$ cat src/rtl/p405s_icu_pkg.sv
// Shared definitions for the ICU valid-bit array: default geometry,
// flash-sweep controller state encoding and a small width helper.
package p405s_icu_pkg;

  localparam int DEF_NUM_SETS    = 32;
  localparam int DEF_NUM_WAYS    = 2;
  localparam int DEF_CLR_PER_CYC = 8;

  typedef enum logic [1:0] {
    ST_IDLE  = 2'b00,
    ST_SWEEP = 2'b01,
    ST_DONE  = 2'b10
  } sweep_state_e;

  // Width of a way-select field; a single-way array still gets one bit.
  function automatic int way_width(input int n);
    return (n > 1) ? $clog2(n) : 1;
  endfunction

endpackage

$ cat src/rtl/p405s_icu_vb_sweep_ctl.sv
// Flash-invalidate controller: walks the set space CLR_PER_CYC sets per
// cycle and raises one clear enable per set in the group being swept.
module p405s_icu_vb_sweep_ctl
  import p405s_icu_pkg::*;
#(
  parameter int NUM_SETS    = DEF_NUM_SETS,
  parameter int CLR_PER_CYC = DEF_CLR_PER_CYC,
  parameter int IDX_W       = $clog2(NUM_SETS)
) (
  input  logic                clk,
  input  logic                reset,
  input  logic                flash_req,
  output logic [NUM_SETS-1:0] clr_en,
  output logic                flash_busy,
  output logic                flash_ack,
  output sweep_state_e        state
);

  // Base of the final group; when one group covers the whole array this is
  // zero and the step wraps to zero, so the sweep lasts a single cycle.
  localparam logic [IDX_W-1:0] LAST_PTR = IDX_W'(NUM_SETS - CLR_PER_CYC);
  localparam logic [IDX_W-1:0] STEP     = IDX_W'(CLR_PER_CYC);

  logic [IDX_W-1:0] ptr;

  // Sweep FSM with registered busy/ack; flashReq outside IDLE is ignored.
  always_ff @(posedge clk) begin
    if (reset) begin
      state      <= ST_IDLE;
      ptr        <= '0;
      flash_busy <= 1'b0;
      flash_ack  <= 1'b0;
    end else begin
      case (state)
        ST_IDLE: begin
          if (flash_req) begin
            state      <= ST_SWEEP;
            ptr        <= '0;
            flash_busy <= 1'b1;
          end
        end
        ST_SWEEP: begin
          ptr <= ptr + STEP;
          if (ptr == LAST_PTR) begin
            state      <= ST_DONE;
            flash_busy <= 1'b0;
            flash_ack  <= 1'b1;
          end
        end
        ST_DONE: begin
          state     <= ST_IDLE;
          flash_ack <= 1'b0;
        end
        default: begin
          state      <= ST_IDLE;
          flash_busy <= 1'b0;
          flash_ack  <= 1'b0;
        end
      endcase
    end
  end

  // Clear every set whose group base matches the sweep pointer.
  always_comb begin
    clr_en = '0;
    for (int s = 0; s < NUM_SETS; s++) begin
      clr_en[s] = (state == ST_SWEEP) &&
                  (ptr == IDX_W'((s / CLR_PER_CYC) * CLR_PER_CYC));
    end
  end

endmodule

$ cat src/rtl/p405s_icu_vb_array.sv
// Instruction-cache valid-bit array: NUM_WAYS x NUM_SETS flops with a
// single write port, a registered read port with write/clear bypass, and
// a multi-cycle flash invalidate driven by the sweep controller.
module p405s_icu_vb_array
  import p405s_icu_pkg::*;
#(
  parameter int  NUM_SETS    = DEF_NUM_SETS,
  parameter int  NUM_WAYS    = DEF_NUM_WAYS,
  parameter int  CLR_PER_CYC = DEF_CLR_PER_CYC,
  parameter int  IDX_W       = $clog2(NUM_SETS),
  localparam int WAY_W       = way_width(NUM_WAYS)
) (
  input  logic                CB,
  input  logic                reset,
  input  logic                wrEn,
  input  logic [WAY_W-1:0]    wrWay,
  input  logic [IDX_W-1:0]    wrIndex,
  input  logic                wrBit,
  output logic                wrRdy,
  input  logic [IDX_W-1:0]    rdIndex,
  output logic [NUM_WAYS-1:0] rdVb,
  input  logic                flashReq,
  output logic                flashBusy,
  output logic                flashAck
);

  logic [NUM_SETS-1:0] vb     [NUM_WAYS];
  logic [NUM_SETS-1:0] vb_nxt [NUM_WAYS];
  logic [NUM_SETS-1:0] clr_en;
  logic [NUM_WAYS-1:0] rd_nxt;
  sweep_state_e        ctl_state;
  logic                wr_ok;

  p405s_icu_vb_sweep_ctl #(
    .NUM_SETS   (NUM_SETS),
    .CLR_PER_CYC(CLR_PER_CYC),
    .IDX_W      (IDX_W)
  ) u_sweep_ctl (
    .clk       (CB),
    .reset     (reset),
    .flash_req (flashReq),
    .clr_en    (clr_en),
    .flash_busy(flashBusy),
    .flash_ack (flashAck),
    .state     (ctl_state)
  );

  // Write handshake: a write transfers on a cycle where wrEn && wrRdy;
  // wrRdy is only high in IDLE and is withdrawn whenever flashReq is
  // present, so a flash request always wins over a same-cycle write.
  assign wrRdy = (ctl_state == ST_IDLE) & ~flashReq;
  assign wr_ok = wrEn & wrRdy;

  // Next array contents: sweep clears, then the accepted write; an
  // out-of-range way matches no row and is dropped.
  always_comb begin
    for (int w = 0; w < NUM_WAYS; w++) begin
      vb_nxt[w] = vb[w] & ~clr_en;
      if (wr_ok && (wrWay == WAY_W'(w))) begin
        vb_nxt[w][wrIndex] = wrBit;
      end
    end
  end

  // Read data comes from the next-state view so same-edge updates bypass.
  always_comb begin
    rd_nxt = '0;
    for (int w = 0; w < NUM_WAYS; w++) begin
      rd_nxt[w] = vb_nxt[w][rdIndex];
    end
  end

  // Storage and registered read port.
  always_ff @(posedge CB) begin
    if (reset) begin
      for (int w = 0; w < NUM_WAYS; w++) begin
        vb[w] <= '0;
      end
      rdVb <= '0;
    end else begin
      for (int w = 0; w < NUM_WAYS; w++) begin
        vb[w] <= vb_nxt[w];
      end
      rdVb <= rd_nxt;
    end
  end

endmodule

$ cat config.mk
export PLATFORM = sky130hd
export DESIGN_NAME = p405s_icu_vb_array
export DESIGN_NICKNAME = d
export VERILOG_FILES = /design/src/rtl/p405s_icu_pkg.sv /design/src/rtl/p405s_icu_vb_sweep_ctl.sv /design/src/rtl/p405s_icu_vb_array.sv
export SDC_FILE = /design/constraint.sdc
export NUM_CORES = 1
export LEC_CHECK = 0
export ABC_CLOCK_PERIOD_IN_PS = 2510
export BUFFER_PORTS_ARGS = -buffer_cell sky130_fd_sc_hd__buf_2
export CELL_PAD_IN_SITES_DETAIL_PLACEMENT = 1
export CELL_PAD_IN_SITES_GLOBAL_PLACEMENT = 1
export CORE_ASPECT_RATIO = 0.5
export CORE_MARGIN = 3
export CORE_UTILIZATION = 45
export DETAILED_ROUTE_END_ITERATION = 16
export PLACE_DENSITY = 0.78
export SLEW_MARGIN = 20
export SYNTH_ARGS = -nofsm -noshare
export SYNTH_HDL_FRONTEND = slang
export SYNTH_HIERARCHICAL = 1
export SYNTH_SLANG_ARGS = --single-unit
$ cat constraint.sdc
create_clock -name CB -period 2.51 [get_ports CB]
set_input_delay 0.251 -clock CB [delete_from_list [all_inputs] [get_ports CB]]
set_output_delay 0.251 -clock CB [all_outputs]
set_load 0.02 [all_outputs]
# --- Word-level counts from Yosys, hierarchy flattened ---
# Memories as Yosys holds them, arrays and structs flattened.
# Index checks and enable logic that the tools add are counted.
totals:
  reg_bits: 11
  ram_bits: 64
  inputBits: 16
  output_inout_bits: 5
  elab_cells: 67
  n_memories: 1
mem_list:
  columns: ["memory", "depth", "word_bits", "read_ports", "rd_ports_with_merged_regs", "write_ports", "line", "source"]
  rows:
  - ["vb", 2, 32, 2, 0, 2, "p405s_icu_vb_array.sv:27", "logic [NUM_SETS-1:0] vb [NUM_WAYS];"]
op_classes:
  add_sub_neg: 1
  order_cmp: 3
  n_eq_ne: 7
  n_mux: 25
  bitwise_logic: 11
  reduce_logical: 14
op_table:
  columns: ["operator", "count"]
  rows:
  - ["2-to-1 mux 32 bit", 4]
  - ["bitwise AND 32 bit", 2]
  - ["bitwise mux 32 bit", 2]
  - ["inverter 32 bit", 1]
  - ["less-than comparator 5 x 6 -> 1 bit, second input constant", 2]
  - ["binary-select mux 1 bit (select 5 bit)", 2]
  - ["equality test 5 bit, second input constant", 2]
  - ["one-hot mux 5 bit (2 select lines)", 1]
  - ["2-to-1 mux 1 bit", 9]
  - ["logical AND 1 bit", 7]
  - ["AND reduction 2 bit", 3]
  - ["adder 5 x 4 -> 5 bit, second input constant", 1]
  - ["demux 1 bit (select 5 bit)", 1]
  - ["equality test 5 x 4 -> 1 bit, second input constant", 1]
  - [">= comparator 5 x 1 -> 1 bit, second input constant", 1]
  - ["zero test 5 bit", 1]
  - ["2-to-1 mux 5 bit", 1]
  - ["2-to-1 mux 2 bit", 2]
  - ["inverter 1 bit", 4]
  - ["one-hot mux 2 bit (2 select lines)", 1]
  - ["one-hot mux 1 bit (3 select lines)", 1]
  - ["AND reduction 3 bit", 1]
  - ["bitwise AND 1 bit", 2]
  - ["equality test 2 x 1 -> 1 bit, second input constant", 1]
  - ["7 further kinds", 8]

# --- Depth between registers and ports, before layout ---
# Gate-level depths: netlist of the first run.
logic_depth:
  word_depth: 8
  ltp_mapped: 10
  depth_no_buf: 9

# --- By module ---
# The synthesis of the first run kept the hierarchy.
modules_own_cells:
  columns: ["module", "n_inst", "cells_each", "area_each_um2", "seq_area_each_um2"]
  rows:
  - ["p405s_icu_vb_array", 1, 467, 3827.4, 1321.3]
  - ["p405s_icu_vb_sweep_ctl", 1, 60, 531.8, 120.1]

# --- Worst setup path after synthesis of the first run ---
# No wires, ideal clock.
synth_path:
  path_type: "reg-to-reg"
  startpoint: "register u_sweep_ctl.state[0]"
  endpoint: "register rdVb[0]"
  setup_ns: 0.088
  arrival_ns: 2.075
  t_required_ns: 2.422
  slack_ns: 0.347
  stages_incl_launch_ff: 10
  path_buffers: 1
  synth_period_minus_slack_ns: 2.163
  cell_sequence: "dfxtp_1 nor2b_2 and2_1 buf_4 a311oi_1 a31oi_1 mux4_2 nor2b_1 nor4_1 nor4_2"
synth_between:
  elab_chain_len: 8
  elab_cells_between_ends: 15
  classes_between: "1 x eq/ne; 4 x mux; 4 x bitwise; 6 x reduce/logical"
synth_lines:
  columns: ["element", "line", "source"]
  rows:
  - ["start, declared", "p405s_icu_vb_sweep_ctl.sv:16", "output sweep_state_e state"]
  - ["start signal, assigned", "p405s_icu_vb_sweep_ctl.sv:29", "state <= ST_IDLE;"]
  - ["start signal, assigned", "p405s_icu_vb_sweep_ctl.sv:37", "state <= ST_SWEEP;"]
  - ["start signal, assigned", "p405s_icu_vb_sweep_ctl.sv:45", "state <= ST_DONE;"]
  - ["equality test 2 x 1 -> 1 bit (*)", "p405s_icu_vb_sweep_ctl.sv:67", "clr_en[s] = (state == ST_SWEEP) &&"]
  - ["logical AND 1 bit (*)", "p405s_icu_vb_sweep_ctl.sv:67", null]
  - ["net clr_en[0]", "p405s_icu_vb_array.sv:29", "logic [NUM_SETS-1:0] clr_en;"]
  - ["inverter 32 bit (*)", "p405s_icu_vb_array.sv:58", "vb_nxt[w] = vb[w] & ~clr_en;"]
  - ["bitwise AND 32 bit (*)", "p405s_icu_vb_array.sv:58", null]
  - ["bitwise mux 32 bit", "p405s_icu_vb_array.sv:60", "vb_nxt[w][wrIndex] = wrBit;"]
  - ["2-to-1 mux 32 bit (*)", "p405s_icu_vb_array.sv:59", "if (wr_ok && (wrWay == WAY_W'(w))) begin"]
  - ["binary-select mux 1 bit (select 5 bit) (*)", "p405s_icu_vb_array.sv:69", "rd_nxt[w] = vb_nxt[w][rdIndex];"]
  - ["2-to-1 mux 1 bit (not written as such) (*)", "p405s_icu_vb_array.sv:69", null]
  - ["end signal, assigned", "p405s_icu_vb_array.sv:84", "rdVb <= rd_nxt;"]
  - ["end, declared", "p405s_icu_vb_array.sv:21", "output logic [NUM_WAYS-1:0] rdVb,"]
# Mark *: on every way through the listed nets, which the timed path passes. The rest lies on a longest branch. The select of a mux whose other input is x is not followed.
# A chain may end at the register's enable or synchronous reset.

# --- Worst setup path in the final report of the first run ---
layout_path:
  startpoint: "register u_sweep_ctl.state[0]"
  endpoint: "register rdVb[0]"
layout_between:
  elab_chain_len: 8
  elab_cells_between_ends: 15
  classes_between: "1 x eq/ne; 4 x mux; 4 x bitwise; 6 x reduce/logical"
layout_lines:
  columns: ["element", "line"]
  rows:
  - ["equality test 2 x 1 -> 1 bit", "p405s_icu_vb_sweep_ctl.sv:67"]
  - ["logical AND 1 bit", "p405s_icu_vb_sweep_ctl.sv:67"]
  - ["inverter 32 bit", "p405s_icu_vb_array.sv:58"]
  - ["bitwise AND 32 bit", "p405s_icu_vb_array.sv:58"]
  - ["bitwise mux 32 bit", "p405s_icu_vb_array.sv:60"]
  - ["2-to-1 mux 32 bit (*)", "p405s_icu_vb_array.sv:59"]
  - ["binary-select mux 1 bit (select 5 bit) (*)", "p405s_icu_vb_array.sv:69"]
  - ["2-to-1 mux 1 bit (not written as such) (*)", "p405s_icu_vb_array.sv:69"]
# Mark *: on every way between the ends. The rest lies on a longest branch, timed or not. The select of a mux whose other input is x is not followed.

==> results of run 1 <==
-- placed cells by master, fill, tap and decap left out, types with 3 or more instances in the layout --
cell / instances
and2_4: 4
nand2_1: 7
nand2b_1: 35
a22o_1: 5
clkbuf_16: 9
nor3_1: 5
and3b_1: 6
a21oi_1: 32
mux2i_1: 9
nor2b_1: 13
buf_4: 39
buf_2: 20
a311oi_1: 25
a31oi_1: 50
and3_1: 5
and2_1: 4
nor3b_2: 5
clkinv_2: 3
mux4_2: 4
a211oi_1: 3
inv_1: 27
dfxtp_2: 3
ha_1: 4
a22oi_1: 3
buf_6: 7
nor2_1: 68
and2_2: 6
o31ai_1: 4
dfxtp_1: 69
nand3_1: 8
-- metrics by stage --
stage / cells / util / total power [mW] / worst slack (ns) / hold slack [ns]
after global routing: 667 / 0.5479 / 3.005 / -0.01768 / 0.2773
after CTS: 656 / 0.5294 / 2.893 / 0.02087 / 0.2387
after detailed placement: 640 / 0.4935 / 1.493 / -0.07818 / 0.4781
after global placement: 640 / 0.4935 / 1.489 / -0.009701 / 0.4753
after floorplan: 527 / - / 1.388 / 0.3472 / 0.3238
final: 667 / 0.5479 / 2.905 / 0.06054 / 0.2382
-- synthesized netlist by cell type, drive strengths merged (3+ instances only) --
master	instances	area (um2)
buf	53	374.1
nor2	68	255.2
and3b	6	52.55
nand3	8	40.04
a31oi	51	319.1
nor3	6	35.03
nor4	4	31.28
mux2i	10	100.1
nor3b	6	81.33
and3	5	31.28
clkbuf	22	82.58
a211oi	4	30.03
a22oi	3	22.52
a221oi	3	26.28
a21oi	34	173.9
o31ai	4	30.03
inv	27	101.4
dfxtp	72	1441
nand2	7	26.28
a311oi	26	227.7
mux4	4	90.09
a22o	5	43.79
and2	13	86.33
nor2b	15	96.34
ha	4	50.05
nand2b	35	219.0
-- where the power goes --
group	leakage (nW)	total, mW	internal, mW	switching, mW
Sequential	0.582	1.16	1.15	0.00793
Combinational	1.19	0.340	0.118	0.222
Clock	0.158	1.40	0.892	0.512
Total	1.93	2.90	2.16	0.742
-- final cells by class --
type | count | area [um2]
repair buffers | 68 | 511.7
well taps | 130 | 162.7
flip-flops and latches | 72 | 1445
clock inverters | 6 | 82.58
fillers | 1093 | 4100
clock buffers | 10 | 239.0
multi-input cells | 354 | 2426
inverters | 27 | 101.3
-- cells by family after synthesis --
logic type                 count (synthesis)
and+or+nand+nor                          185
AOI/OAI and AO/OA                        149
buffers and inverters                    102
DFF                                       72
muxes                                     15
adders and majority gates                  4
-- repair_timing --
action,4_1_cts,5_1_grt
pin swaps,0,4
gates cloned,0,2
setup buffers,0,9
setup endpoints to repair,2,2
endpoints found under the hold margin,0,0
gates resized for setup,3,27
-- per-layer routing --
layer | up-vias | wire length [um] | track usage | share of wire
li1 | 1897 | - | - | -
met1 | 2086 | 6395 | 0.3594 | 0.43
met2 | 214 | 6750 | 0.4466 | 0.45
met3 | 38 | 1441 | 0.06774 | 0.097
met4 | 0 | 327 | 0.07676 | 0.022
met5 | - | 0 | 0 | 0
-- state kept, by name, summed over array words and instances, names as in the netlist --
register                count
rdVb                        2
u_sweep_ctl/flash_ack       1
u_sweep_ctl/flash_busy      1
u_sweep_ctl/ptr             2
u_sweep_ctl/state           2
vb                         64
-- worst paths after layout --
kind | startpoint | endpoint | slack, ns | cells after the start
min reg2reg | u_sweep_ctl/flash_busy | u_sweep_ctl/flash_busy | 0.49 | 1
max reg2reg | u_sweep_ctl/state[0] | rdVb[0] | 0.06 | 8
min | flashReq | u_sweep_ctl/state[0] | 0.24 | 3
max | u_sweep_ctl/state[0] | rdVb[0] | 0.06 | 8
-- worst max-delay path, cell delays in order (launching register included) --
cell and delay [ns]:
dfxtp_2 0.33, nor4b_4 0.39, buf_6 0.20, and2_2 0.20, buf_6 0.17, a31oi_1 0.15, a222oi_1 0.50, a211oi_2 0.19
nor4_2 0.23
==> metrics.txt, run 1 <==
status=completed; #FFs+latches synth=72; final setup vio count=0; Final Cycle Share=0.9759; crit path launch type=register; Die H=75.60 um; unique cell type count in the Yosys netlist=63; clk root buf=clkbuf_16; sequential share of the synthesized area=0.3307; number of flops mapped to enable cells by yosys=0; clock slew at reported path FFs=0.06 ns; Synth Area in XOR/XNOR=0; Worst Hold Class=input pin to register; row count=24; CTS Buf Count=9; Max Clock Skew=0.005614 ns; vias in the first global route=~4100; RePlAce Congestion=0.9023; Clock Sinks=72; Core ar.=0.009069 mm2; Die Area=0.01098 mm2; initial antenna violation count=0; Synth Area in Adders=0.01148; Final ANT Viol Nets=0; max-cap viol count=0; n_diodes=0; worst vdd ir=approximately 0.00034 V; Initial Util=0.4807; via count=approximately 4200; 1st-pass router iterations=6; Synthesized Nets=547; CTS Hold Bufs=0; Fin Setup TNS=0 ns; Wirelength per Cell=22.36 um; pin count of the biggest net entering global routing=38; CP Data Arrival Time=2.70 ns; Worst-Margin Slew=0.6180 ns; post-synthesis simple-gate area fraction=0.2451; main combinational cell family by area after synthesis=simple AND/OR/NAND/NOR gates; final worst path period need=2.449 ns; total gr overflow=0; ys async rst share=0; fraction of layout cells with a size suffix above 1=0.2328; Post-Syn Area=between 0.004 and 0.005 mm2; LEAKAGE=1.926 nW; Max Root-Sink Buffers=2; critical path type=register to register; # H-tree levels=3; post-synthesis compound-gate area fraction=0.2385; Ports=21; Ys Warns=6; fin nets=about 550; Initial DRC Count=406; clk_lat worst skew=0.33 ns; main flop type after synthesis=dfxtp_1; Req. time, crit path=between 2 and 3 ns; syn_area_per_cell=around 8.3 um2; crit end category=register; Die Wd=145.2 um; P per Cell Area=584.7 mW/mm2; DP Wirelength=about 9600 um; Placed Area=between 0.004 and 0.005 mm2; Hold Vio Cnt, Final=0; I/O Buffers=20; Vias/cell=6.349; critical path fanouts, max=9; first-pass GRT wire length=23030 um; Synth Instances=between 500 and 600; Total GRT Usage=0.2697; Area growth, synth to finish=13.98%; Rel. slew slack=0.5880; Fmax=408.3 MHz; CTS tree=yes; post-route cell area=0.004969 mm2; Residual DRC=0; max-slew violation count=0; post-synthesis mux area share=0.04621; WL final=14910 um
(Power assumes the default switching activity.)
==> run 2, diff against run 1 <==
Settings changed: RECOVER_POWER from default to 50.
==> run 2 against run 1 <==
Against the previous run:
- global-route usage unchanged
- utilization is 0.12 points lower
- worst hold slack got worse by 0.0039 ns
- via count is 1.0% lower
- critical path type unchanged
- first-iteration DRC count is 11% higher
- maximum frequency fell by 0.45%
- worst setup slack worse by 0.011 ns
==> metrics.txt, run 2 (synthesis gave the netlist of run 1 again) <==
I/O Buffers=20 (unchanged); Die Wd=145.2 um (unchanged); most flop-heavy register=vb (unchanged); final cell count without fillers=667 (unchanged); clk root buf=clkbuf_16 (unchanged); # H-tree levels=3 (unchanged); Worst-Margin Slew=1.183 ns (was 0.6180 ns); DP Wirelength=9566 um (unchanged); n_diodes=0 (unchanged); max-cap viol count=0 (unchanged); Req. time, crit path=2.74 ns (was 2.76 ns); Max Clock Skew=0.005765 ns (was 0.005614 ns); first-pass GRT wire length=23030 um (unchanged); vias in the first global route=4099 (unchanged); critical path fanouts, max=13 (was 9); Hold Vio Cnt, Final=0 (unchanged); Die H=75.60 um (unchanged); LEAKAGE=1.901 nW (was 1.926 nW); most frequent cells in the layout=dfxtp_1 (69), nor2_1 (68), a31oi_1 (50), buf_4 (38), nand2b_1 (35) (was dfxtp_1 (69), nor2_1 (68), a31oi_1 (50), buf_4 (39), nand2b_1 (35)); CP Data Arrival Time=2.69 ns (was 2.70 ns); Rel. slew slack=0.2112 (was 0.5880); 1st-pass router iterations=6 (unchanged); Total GRT Usage=0.2697 (unchanged); Worst Setup SP=u_sweep_ctl/state[0] (unchanged); Area growth, synth to finish=13.72% (was 13.98%); row count=24 (unchanged); Clock Sinks=72 (unchanged); WL final=14900 um (was 14910 um); status=completed (unchanged); Ports=21 (unchanged); post-placement cell count=640 (unchanged); Vias/cell=6.283 (was 6.349); clk_lat worst skew=0.34 ns (was 0.33 ns); max-slew violation count=0 (unchanged); Final Cycle Share=0.9803 (was 0.9759); final worst path period need=2.460 ns (was 2.449 ns); Initial Util=0.4807 (unchanged); Initial DRC Count=451 (was 406); initial antenna violation count=0 (unchanged); via count=4191 (was 4235); critical path type=register to register (unchanged); Max Root-Sink Buffers=2 (unchanged); Die Area=0.01098 mm2 (unchanged); R2R cell count=9 (was 8); CTS Hold Bufs=0 (unchanged); Worst Hold Class=input pin to register (unchanged); crit end category=register (unchanged); hold path start=flashReq (unchanged); leading cell type in the layout, fill and taps excluded=dfxtp_1 (unchanged); Hold Slack=0.2343 ns (was 0.2382 ns); CTS tree=yes (unchanged); CTS Buf Count=9 (unchanged); Final ANT Viol Nets=0 (unchanged); r2r startpoint=u_sweep_ctl/state[0] (unchanged); pin count of the biggest net entering global routing=38 (unchanged); final setup vio count=0 (unchanged); Wirelength per Cell=22.34 um (was 22.36 um); P per Cell Area=587.3 mW/mm2 (was 584.7 mW/mm2); setup slack, reg-to-reg=0.05 ns (was 0.06 ns); Fmax=406.4 MHz (was 408.3 MHz); worst r2r dst=rdVb[1] (was rdVb[0]); RePlAce Congestion=0.9023 (unchanged); fin nets=552 (unchanged); Core ar.=0.009069 mm2 (unchanged); max FFs per register=64 (unchanged); worst vdd ir=0.0003442 V (was 0.0003352 V); Residual DRC=0 (unchanged); fraction of layout cells with a size suffix above 1=0.2197 (was 0.2328); crit path launch type=register (unchanged); total gr overflow=0 (unchanged); crit path to=rdVb[1] (was rdVb[0]); clock slew at reported path FFs=0.06 ns (about the same)
run 2: routing by layer:
layer	global-route usage	part of all wire	up-vias
li1	-	-	1896
met1	0.3594	0.45	2073
met5	0	0	-
met2	0.4466	0.45	207
met3	0.06774	0.086	15
met4	0.07676	0.012	0
run 2: area by class of cell:
type | count | area (um2)
fillers | 1097 | 4111
clock buffers | 10 | 239.0
flip-flops and latches | 72 | 1445
well taps | 130 | 162.7
multi-input cells | 354 | 2426
repair buffers | 68 | 500.5
clock inverters | 6 | 82.58
inverters | 27 | 101.3
run 2: through the flow:
stage	worst slack (ns)	util	power [mW]	instance area [um2]	TNS [ns]
5_1_grt	-0.01768	0.5466	3.002	4957	-0.02933
3_3_place_gp	-0.009701	0.4935	1.489	4476	-0.009701
2_1_floorplan	0.3472	-	1.388	4359	0
3_5_place_dp	-0.07818	0.4935	1.493	4476	-0.1117
6_report	0.04956	0.5466	2.911	4957	0
4_1_cts	0.02087	0.5294	2.893	4801	0
run 2: how the worst min path moves through the flow:
stage | endpoint | slack (ns) | cells after the start
floorplan | u_sweep_ctl/state[0] | 0.32 | 1
global placement | u_sweep_ctl/flash_busy | 0.48 | 1
detailed placement | u_sweep_ctl/flash_busy | 0.48 | 1
CTS | u_sweep_ctl/state[0] | 0.24 | 3
global route | u_sweep_ctl/state[0] | 0.28 | 3
finish | u_sweep_ctl/state[0] | 0.23 | 3
run 2: where the power goes:
part / total [mW] / internal [mW] / switching (mW)
Combinational: 0.337 / 0.116 / 0.222
Sequential: 1.16 / 1.15 / 0.00785
Clock: 1.41 / 0.892 / 0.521
run 2: critical path, stage by stage (launching register included):
cell and delay, ns:
dfxtp_2 0.34, nor4b_4 0.39, buf_6 0.20, buf_6 0.17
and3_1 0.19, mux2i_2 0.31, a21o_1 0.19, a21oi_1 0.08
a32o_1 0.32, o32a_1 0.16
run 2: timing repair:
action	4_1_cts	5_1_grt
gates cloned	0	2
setup endpoints to repair	2	2
pin swaps	0	4
buffers inserted	0	9
resized for setup	3	27
==> run 3, diff against run 2 <==
Settings changed: ABC_CLOCK_PERIOD_IN_PS 2510 to 2500, PLACE_DENSITY 0.78 to 0.84.
Clock period 2.51 ns to 2.5 ns, I/O delays scaled along.
==> run 3 against run 2 <==
Against the previous run:
- the flow now finishes with violations (negative setup slack)
- first-iteration DRC count rose by 20%
- worst setup slack got worse by 0.069 ns
- routed wire length fell by 0.28%
- worst hold slack improved by 0.020 ns
- via count rose by 0.52%
- die area did not move
- largest power group is now sequential cells
- highest routed layer unchanged
==> metrics.txt, run 3 (synthesis gave the netlist of run 1 again) <==
final worst path period need=2.519 ns (was 2.460 ns); RePlAce Congestion=0.8856 (was 0.9023); Internal Power=1.922 mW (was 2.161 mW); worst vdd ir=0.0003660 V (was 0.0003442 V); total gr overflow=0 (unchanged); most flop-heavy register=vb (unchanged); post-layout util=0.5272 (was 0.5466); post-route cell area=0.004781 mm2 (was 0.004957 mm2); Placed Area=0.004441 mm2 (was 0.004476 mm2); Worst Hold Class=input pin to register (unchanged); WL final=14860 um (was 14900 um); final setup vio count=1 (was 0); register share of total power=0.443 (was 0.399); total power=2.634 mW (was 2.911 mW); critical path fanouts, max=10 (was 13); max-cap viol count=0 (unchanged); Comb pwr share=0.128 (was 0.116); Core ar.=0.009069 mm2 (unchanged); # H-tree levels=3 (unchanged); pin count of the biggest net entering global routing=38 (unchanged); Final Cycle Share=1.008 (was 0.9803); critical path type=register to register (unchanged); P per Cell Area=550.9 mW/mm2 (was 587.3 mW/mm2); LEAKAGE=1.810 nW (was 1.901 nW); Worst Hold Path Cells=3 (unchanged); via count=4213 (was 4191); Die Area=0.01098 mm2 (unchanged); Fmax=396.9 MHz (was 406.4 MHz); clock slew at reported path FFs=0.06 ns (about the same); Total GRT Usage=0.2635 (was 0.2697); Max Clock Skew=0.007855 ns (was 0.005765 ns); max-slew violation count=0 (unchanged); n_diodes=0 (unchanged); CTS Hold Bufs=0 (unchanged); CTS Buf Count=9 (unchanged); Ports=21 (unchanged); fin nets=543 (was 552); CTS tree=yes (unchanged); 1st-pass router iterations=5 (was 6); status=finished with violations (was completed); Die H=75.60 um (unchanged); clk_lat worst skew=0.34 ns (about the same); Hold Vio Cnt, Final=0 (unchanged); Sw Ratio=0.2703 (was 0.2578); setup ws final=-0.01924 ns (was 0.04956 ns); CP Data Arrival Time=2.77 ns (was 2.69 ns); fraction of layout cells with a size suffix above 1=0.1886 (was 0.2197); Final ANT Viol Nets=0 (unchanged); Initial Util=0.4807 (unchanged); Max Root-Sink Buffers=2 (unchanged); first-pass GRT wire length=22580 um (was 23030 um); row count=24 (unchanged); most frequent cells in the layout=dfxtp_1 (72), nor2_1 (68), a31oi_1 (49), nand2b_1 (35), buf_4 (34) (was dfxtp_1 (69), nor2_1 (68), a31oi_1 (50), buf_4 (38), nand2b_1 (35)); Req. time, crit path=2.75 ns (was 2.74 ns); clock share of power=0.429 (was 0.485); clk root buf=clkbuf_16 (unchanged); Initial DRC Count=541 (was 451); initial antenna violation count=0 (unchanged); crit end category=register (unchanged); Area growth, synth to finish=9.673% (was 13.72%); Sw Pwr=711.9 uW (was 750.5 uW); Residual DRC=0 (unchanged); Vias/cell=6.432 (was 6.283); I/O Buffers=20 (unchanged); DP Wirelength=9341 um (was 9566 um); crit path launch type=register (unchanged); leading cell type in the layout, fill and taps excluded=dfxtp_1 (unchanged); max FFs per register=64 (unchanged); Clock Sinks=72 (unchanged); R2R cell count=8 (was 9); Rel. slew slack=0.1390 (was 0.2112); violated checks=negative setup slack; Wirelength per Cell=22.69 um (was 22.34 um); Die Wd=145.2 um (unchanged); vias in the first global route=4084 (was 4099); Worst-Margin Slew=1.292 ns (was 1.183 ns)
## run 3: final timing paths
check	from	to	slack [ns]
max reg2reg	u_sweep_ctl/state[0]	rdVb[0]	-0.02
min reg2reg	u_sweep_ctl/flash_busy	u_sweep_ctl/flash_busy	0.50
max	u_sweep_ctl/state[0]	rdVb[0]	-0.02
min	flashReq	u_sweep_ctl/state[0]	0.25
## run 3: repair_timing
action	in CTS	in global routing
gates cloned	0	1
hold endpoints to repair	0	0
endpoints found under the setup margin	1	2
pin swaps	0	2
setup buffers	0	4
resized for setup	1	21
## run 3: area by class of cell
class / instances / area [um2]
clock buffer: 11 / 232.7
fill: 1096 / 4288
inverter: 27 / 101.3
tap: 130 / 162.7
multi-input combinational: 353 / 2430
sequential: 72 / 1441
timing repair buffer: 60 / 402.9
clock inverter: 2 / 10.01
## run 3: metrics by stage
stage               instances  setup WS, ns  hold slack, ns   TNS, ns
floorplan                 527        0.3372          0.3228         0
global placement          637       0.08978          0.4817         0
detailed placement        637      -0.04709          0.4787  -0.04709
CTS                       650      0.004940          0.2420         0
global route              655      -0.08495          0.2664  -0.08495
finish                    655      -0.01924          0.2548  -0.01924
## run 3: metal layers
layer / track usage / routed length, um / vias up
met2: 0.4383 / 6773 / 212
met5: 0 / 0 / -
li1: - / - / 1869
met1: 0.3385 / 6272 / 2087
met3: 0.07249 / 1367 / 45
met4: 0.09674 / 446 / 0
## run 3: critical path: stages, from the launching register on
cell	delay [ns]
dfxtp_1	0.36
nor4b_4	0.32
buf_2	0.27
and2_1	0.18
buf_4	0.22
a31oi_1	0.14
a222oi_1	0.51
a211oi_2	0.19
nor4_2	0.23
## run 3: power groups by stage
stage                     clock network [mW]  registers [mW]  logic (mW)
after global placement                     0            1.19       0.298
after global routing                    1.19            1.17       0.354
after detailed placement                   0            1.19       0.304
final                                   1.13            1.17       0.337
after floorplan                            0            1.19       0.200
after CTS                               1.14            1.17       0.308
